`config.mk`:
```
export PLATFORM = sky130hd
export DESIGN_NAME = prol16_run_ctrl
export DESIGN_NICKNAME = d
export VERILOG_FILES = /design/src/rtl/prol16_run_ctrl.sv
export SDC_FILE = /design/constraint.sdc
export NUM_CORES = 1
export LEC_CHECK = 0
export CAP_MARGIN = 5
export CORE_MARGIN = 2
export CORE_UTILIZATION = 36
export DETAILED_ROUTE_END_ITERATION = 12
export PLACE_DENSITY = 0.86
export SETUP_SLACK_MARGIN = 0.15
export SLEW_MARGIN = 10
export SYNTH_ARGS = -nofsm -noshare
export SYNTH_HDL_FRONTEND = slang
export SYNTH_SLANG_ARGS = --single-unit
```
`constraint.sdc`:
```
create_clock -name clk -period 2.3 [get_ports clk]
set_input_delay 0.575 -clock clk [delete_from_list [all_inputs] [get_ports clk]]
set_output_delay 0.575 -clock clk [all_outputs]
set_load 0.005 [all_outputs]
```
`src/rtl/prol16_run_ctrl.sv`:
```
// PROL16 test-run sequencer: holds the CPU in reset, streams a program image
// into the shared memory, then releases the CPU and watches for halt,
// illegal instruction or timeout. Owns the memory bus in every state.
module prol16_run_ctrl #(
  parameter int gDataWidth = 16,
  parameter int gMemWords  = 65536,
  parameter int gMaxCycles = 0
) (
  input  logic                  clk,
  input  logic                  reset,
  input  logic                  start_i,
  input  logic                  ld_valid_i,
  input  logic [gDataWidth-1:0] ld_data_i,
  input  logic                  ld_last_i,
  output logic                  ld_ready_o,
  output logic                  cpu_res_o,
  input  logic [gDataWidth-1:0] cpu_mem_addr_i,
  input  logic [gDataWidth-1:0] cpu_mem_data_i,
  input  logic                  cpu_mem_ce_ni,
  input  logic                  cpu_mem_oe_ni,
  input  logic                  cpu_mem_we_ni,
  output logic [gDataWidth-1:0] cpu_mem_data_o,
  input  logic                  cpu_halt_i,
  input  logic                  cpu_illegal_i,
  output logic [gDataWidth-1:0] mem_addr_o,
  output logic [gDataWidth-1:0] mem_data_o,
  input  logic [gDataWidth-1:0] mem_data_i,
  output logic                  mem_ce_no,
  output logic                  mem_oe_no,
  output logic                  mem_we_no,
  output logic                  busy_o,
  output logic                  done_o,
  output logic [1:0]            err_o,
  output logic [31:0]           cycle_cnt_o,
  output logic [gDataWidth:0]   load_cnt_o
);

  typedef enum logic [2:0] {IDLE, LOAD, RELEASE, RUN, HALTED, FAULT} state_t;

  localparam logic [gDataWidth:0] LAST_ADDR = (gDataWidth+1)'(gMemWords - 1);
  localparam bit                  TMO_EN    = (gMaxCycles != 0);
  localparam logic [31:0]         TMO_LAST  = TMO_EN ? 32'(gMaxCycles - 1) : 32'd0;

  state_t              r_state, w_next;
  logic [31:0]         r_cycle_cnt;
  logic [gDataWidth:0] r_load_cnt;   // doubles as the load word address
  logic [1:0]          r_err, w_err;
  logic                r_done, w_done;
  logic                w_hs, w_start, w_timeout;

  assign w_hs      = (r_state == LOAD) && ld_valid_i;
  assign w_start   = start_i && (r_state == IDLE || r_state == HALTED || r_state == FAULT);
  assign w_timeout = TMO_EN && (r_cycle_cnt == TMO_LAST);

  // state register
  always_ff @(posedge clk or posedge reset) begin
    if (reset) r_state <= IDLE;
    else       r_state <= w_next;
  end

  // next state plus the error/done flags that are latched on exit
  always_comb begin
    w_next = r_state;
    w_err  = r_err;
    w_done = r_done;
    case (r_state)
      IDLE, HALTED, FAULT: if (w_start) begin
        w_next = LOAD;
        w_err  = 2'd0;
        w_done = 1'b0;
      end
      LOAD: if (w_hs) begin
        if (ld_last_i) w_next = RELEASE;
        else if (r_load_cnt == LAST_ADDR) begin
          w_next = FAULT;
          w_err  = 2'd3;
        end
      end
      RELEASE: w_next = RUN;
      RUN: begin
        if (cpu_illegal_i) begin
          w_next = FAULT;
          w_err  = 2'd1;
        end else if (cpu_halt_i) begin
          w_next = HALTED;
          w_done = 1'b1;
        end else if (w_timeout) begin
          w_next = FAULT;
          w_err  = 2'd2;
        end
      end
      default: w_next = IDLE;
    endcase
  end

  // counters and status flags; start clears, RUN counts every cycle incl. the exit one
  always_ff @(posedge clk or posedge reset) begin
    if (reset) begin
      r_cycle_cnt <= '0;
      r_load_cnt  <= '0;
      r_err       <= '0;
      r_done      <= 1'b0;
    end else begin
      r_err  <= w_err;
      r_done <= w_done;
      if (w_start) begin
        r_cycle_cnt <= '0;
        r_load_cnt  <= '0;
      end else begin
        if (w_hs) r_load_cnt <= r_load_cnt + 1'b1;
        if (r_state == RUN && r_cycle_cnt != '1) r_cycle_cnt <= r_cycle_cnt + 1'b1;
      end
    end
  end

  // memory bus ownership: loader writes on handshakes, CPU mirrored in RUN
  always_comb begin
    mem_addr_o = '0;
    mem_data_o = '0;
    mem_ce_no  = 1'b1;
    mem_oe_no  = 1'b1;
    mem_we_no  = 1'b1;
    if (w_hs) begin
      mem_addr_o = r_load_cnt[gDataWidth-1:0];
      mem_data_o = ld_data_i;
      mem_ce_no  = 1'b0;
      mem_we_no  = 1'b0;
    end else if (r_state == RUN) begin
      mem_addr_o = cpu_mem_addr_i;
      mem_data_o = cpu_mem_data_i;
      mem_ce_no  = cpu_mem_ce_ni;
      mem_oe_no  = cpu_mem_oe_ni;
      mem_we_no  = cpu_mem_we_ni;
    end
  end

  assign cpu_mem_data_o = mem_data_i;
  assign ld_ready_o     = (r_state == LOAD);
  assign cpu_res_o      = (r_state != RUN);
  assign busy_o         = (r_state == LOAD) || (r_state == RELEASE) || (r_state == RUN);
  assign done_o         = r_done;
  assign err_o          = r_err;
  assign cycle_cnt_o    = r_cycle_cnt;
  assign load_cnt_o     = r_load_cnt;

endmodule

```
==> results.sh <==
export IMPL_cts_tree="yes"
export IMPL_tightest_slew_ps=497
export IMPL_clock_latency_ps=320
export IMPL_reg2reg_from="r_state[2]"
export IMPL_fin_ws_ps=-143
export IMPL_cts_htree_levels=2
export IMPL_dieWidth_um=102
export IMPL_cp_arrival_ps=1870
export IMPL_ctsHoldBuffers=0
export IMPL_cts_root_buf="clkbuf_8"
export IMPL_start_util=0.372
export IMPL_drt_wl_total_um=16300
export IMPL_synth_seq_area_share=0.399
export IMPL_power_w=0.00479
export IMPL_grt_pass1_vias=4014
export IMPL_synth_warnings=0
export IMPL_min_period_ps=2440
export IMPL_hold_viol_final=0
export IMPL_dr_total_vias=4316
export IMPL_fin_nets=679
export IMPL_hpwl_um=9650
export IMPL_first_pass_iters=4
export IMPL_leakagePower_nw=2.86
export IMPL_cts_buffer_depth=2
export IMPL_drv_cap=0
export IMPL_slew_viol_final=0
export IMPL_hold_class="reg -> reg"
export IMPL_synth_distinct_cells=47
export IMPL_coreArea_sq_mm=0.00928
export IMPL_hp_start="cycle_cnt_o[10]"
export IMPL_diodes=0
export IMPL_die_y_um=102
export IMPL_yosys_top_cells_area="dfrtp_1, a22o_1, buf_4, nand3_1, nor2_1"
export IMPL_seq_area_sq_mm=0.00138
export IMPL_cts_buffers_inserted=5
export IMPL_clock_sinks=55
export IMPL_die_area_sq_mm=0.0104
export IMPL_io_pins=180
export IMPL_final_setup_skew_ps=7.21
export IMPL_finalWeightedCongestion=0.979
export IMPL_setup_worst_path_start_class="flip-flop"
export IMPL_cp_required_ps=1730
export IMPL_period_share=1.06
export IMPL_drc=0
export IMPL_synth_top_cell_area_share=0.399
export IMPL_relSlewSlack=0.664
export IMPL_utilization=0.686
export IMPL_grt_pass1_wl_um=21400
export IMPL_grt_use_total=0.267
export IMPL_layout_cells_non_filler=732
export IMPL_cp_end_kind="output pin"
export IMPL_grt_setup_unrepaired="true"
export IMPL_gr_total_overflow=0
export IMPL_antenna_found_initial=0
export IMPL_power_density_mw_per_mm2=752
export IMPL_ys_seq_elements=55
export IMPL_ys_async_sr_fraction=1.00
export IMPL_cp_startpoint="r_state[2]"
export IMPL_synth_fp_nets=463
export IMPL_yosysTopAreaCell="dfrtp_1"
export IMPL_placed_cells_incl_taps=670
export IMPL_outcome="finished, violations left"
export IMPL_syn2layout_area_growth_pct=84.6
export IMPL_io_buffers=147
export IMPL_multi_input_area_sq_mm=0.00235
export IMPL_clk_pin_slew_worst_paths_ps=110
export IMPL_fillCellCount=676
export IMPL_synthFlopType="dfrtp_1"
export IMPL_netlist_area_sq_mm=0.00345
export IMPL_wl_per_cell_um=22.2
export IMPL_routed_via_density=5.90
export IMPL_path_max_fanout=7
export IMPL_drtIter0Drc=185
export IMPL_rrSetupSlack_ps=-60
export IMPL_violations="negative setup slack"
export IMPL_crit_type="reg -> out"
export IMPL_ant_nets=0
export IMPL_synth_edff_count=0
export IMPL_finalSetupViolations=36
export IMPL_postSynthAreaPerCell_sq_um=8.94
export IMPL_grt_max_degree=56
export IMPL_num_rows=35
export IMPL_max_freq_ghz=0.409
export IMPL_drive_above_1_share=0.376
export IMPL_irDropWorstVdd_uv=402
export IMPL_finalSetupTns_ps=-2210
export IMPL_netlist_instances=386
## power breakdown
group          total (W)  switching (W)  internal, W
Clock           0.000717       0.000358     0.000359
Combinational    0.00289        0.00135      0.00154
Sequential       0.00118       0.000110      0.00107
Total            0.00479        0.00182      0.00297
## metal layers
layer | track usage | share of wire | vias to the layer above
met5 | 0 | 0 | -
met2 | 0.480 | 0.52 | 251
met4 | 0.107 | 0.044 | 0
li1 | - | - | 1860
met1 | 0.307 | 0.35 | 2143
met3 | 0.0595 | 0.090 | 62
## Yosys cell counts (all sizes together), types with 7 or more instances
cell and count:
o21ai 8, o31ai 9, buf 23, inv 8, dfrtp 55, nor3 12
clkbuf 16, mux2i 10, nor4 9, nor2 34, a22o 32, a21oi 18
nand3 27, xnor2 12, and3 7, or4 9, nand2 30, nand4 13
xor2 7
## worst max-delay path, cell delays in order (launching register included)
cell	delay [ps]
dfrtp_1	450
nor4bb_4	310
buf_6	170
buf_6	120
buf_12	110
buf_16	120
a22o_1	160
buf_2	130
## through the flow
stage	hold slack [ps]	setup slack, ps	cell area [sq um]
finish	514	-143	6370
global route	530	-182	6370
global placement	488	-693	5280
detailed placement	503	-739	5280
floorplan	482	166	3470
CTS	520	-151	5750
## final cells by class
type	instances	area share
Clock buffer	6	0.0130
Clock inverter	2	0.00609
Tap cell	129	0.0253
Inverter	8	0.00668
Timing Repair Buffer	247	0.362
Multi-Input combinational cell	285	0.369
Sequential cell	55	0.217
## flip-flops by register name, summed over array words and instances, names as in the netlist
signal / count
cycle_cnt_o: 32
done_o: 1
err_o: 2
load_cnt_o: 17
r_state: 3
## logic make-up after synthesis
kind of cell             synth area share
AND/OR/NAND/NOR                     0.245
AO/OA/AOI/OAI                       0.189
flip-flops                          0.399
buffers and inverters              0.0725
XOR/XNOR                           0.0482
multiplexers                       0.0355
adder cells (fa/ha/maj)            0.0109
## layout by cell type, fill, tap and decap left out, types with 3 or more instances in the layout
cell type,netlist,routed
a211o_1,3,3
a21oi_1,18,8
a21oi_2,0,10
a22o_1,32,32
a31oi_1,4,4
and3_1,7,6
and4_1,5,3
buf_12,0,5
buf_2,3,33
buf_4,18,59
buf_6,0,34
clkbuf_8,0,6
clkdlybuf4s50_1,0,108
dfrtp_1,55,49
dfrtp_2,0,6
inv_1,7,6
mux2i_1,10,10
nand2_1,30,28
nand3_1,27,21
nand3_2,0,4
nand4_1,13,13
nor2_1,34,26
nor2_2,0,5
nor2_4,0,3
nor3_1,12,5
nor3_4,0,7
nor4_4,1,8
o21ai_0,8,6
o31ai_1,9,6
or2_2,4,3
or3_1,5,3
or4_4,0,7
xnor2_1,12,11
xor2_1,7,7
## path summary, 6_finish.rpt
| check | endpoint | cells after the start |
|---|---|---|
| setup / recovery | mem_addr_o[7] | 7 |
| setup reg to reg | cycle_cnt_o[12] | 11 |
| hold / removal | cycle_cnt_o[10] | 1 |
| max in group asynchronous | cycle_cnt_o[25] | 3 |
| hold reg to reg | cycle_cnt_o[10] | 1 |
| min in group asynchronous | cycle_cnt_o[15] | 3 |
## what timing repair did
item	in CTS	in global routing
setup endpoints to repair	63	72
resized for setup	205	88
cloned	4	1
pin swaps	37	81
buffers inserted	22	27
No activity file was read; power rests on OpenSTA's default activity.
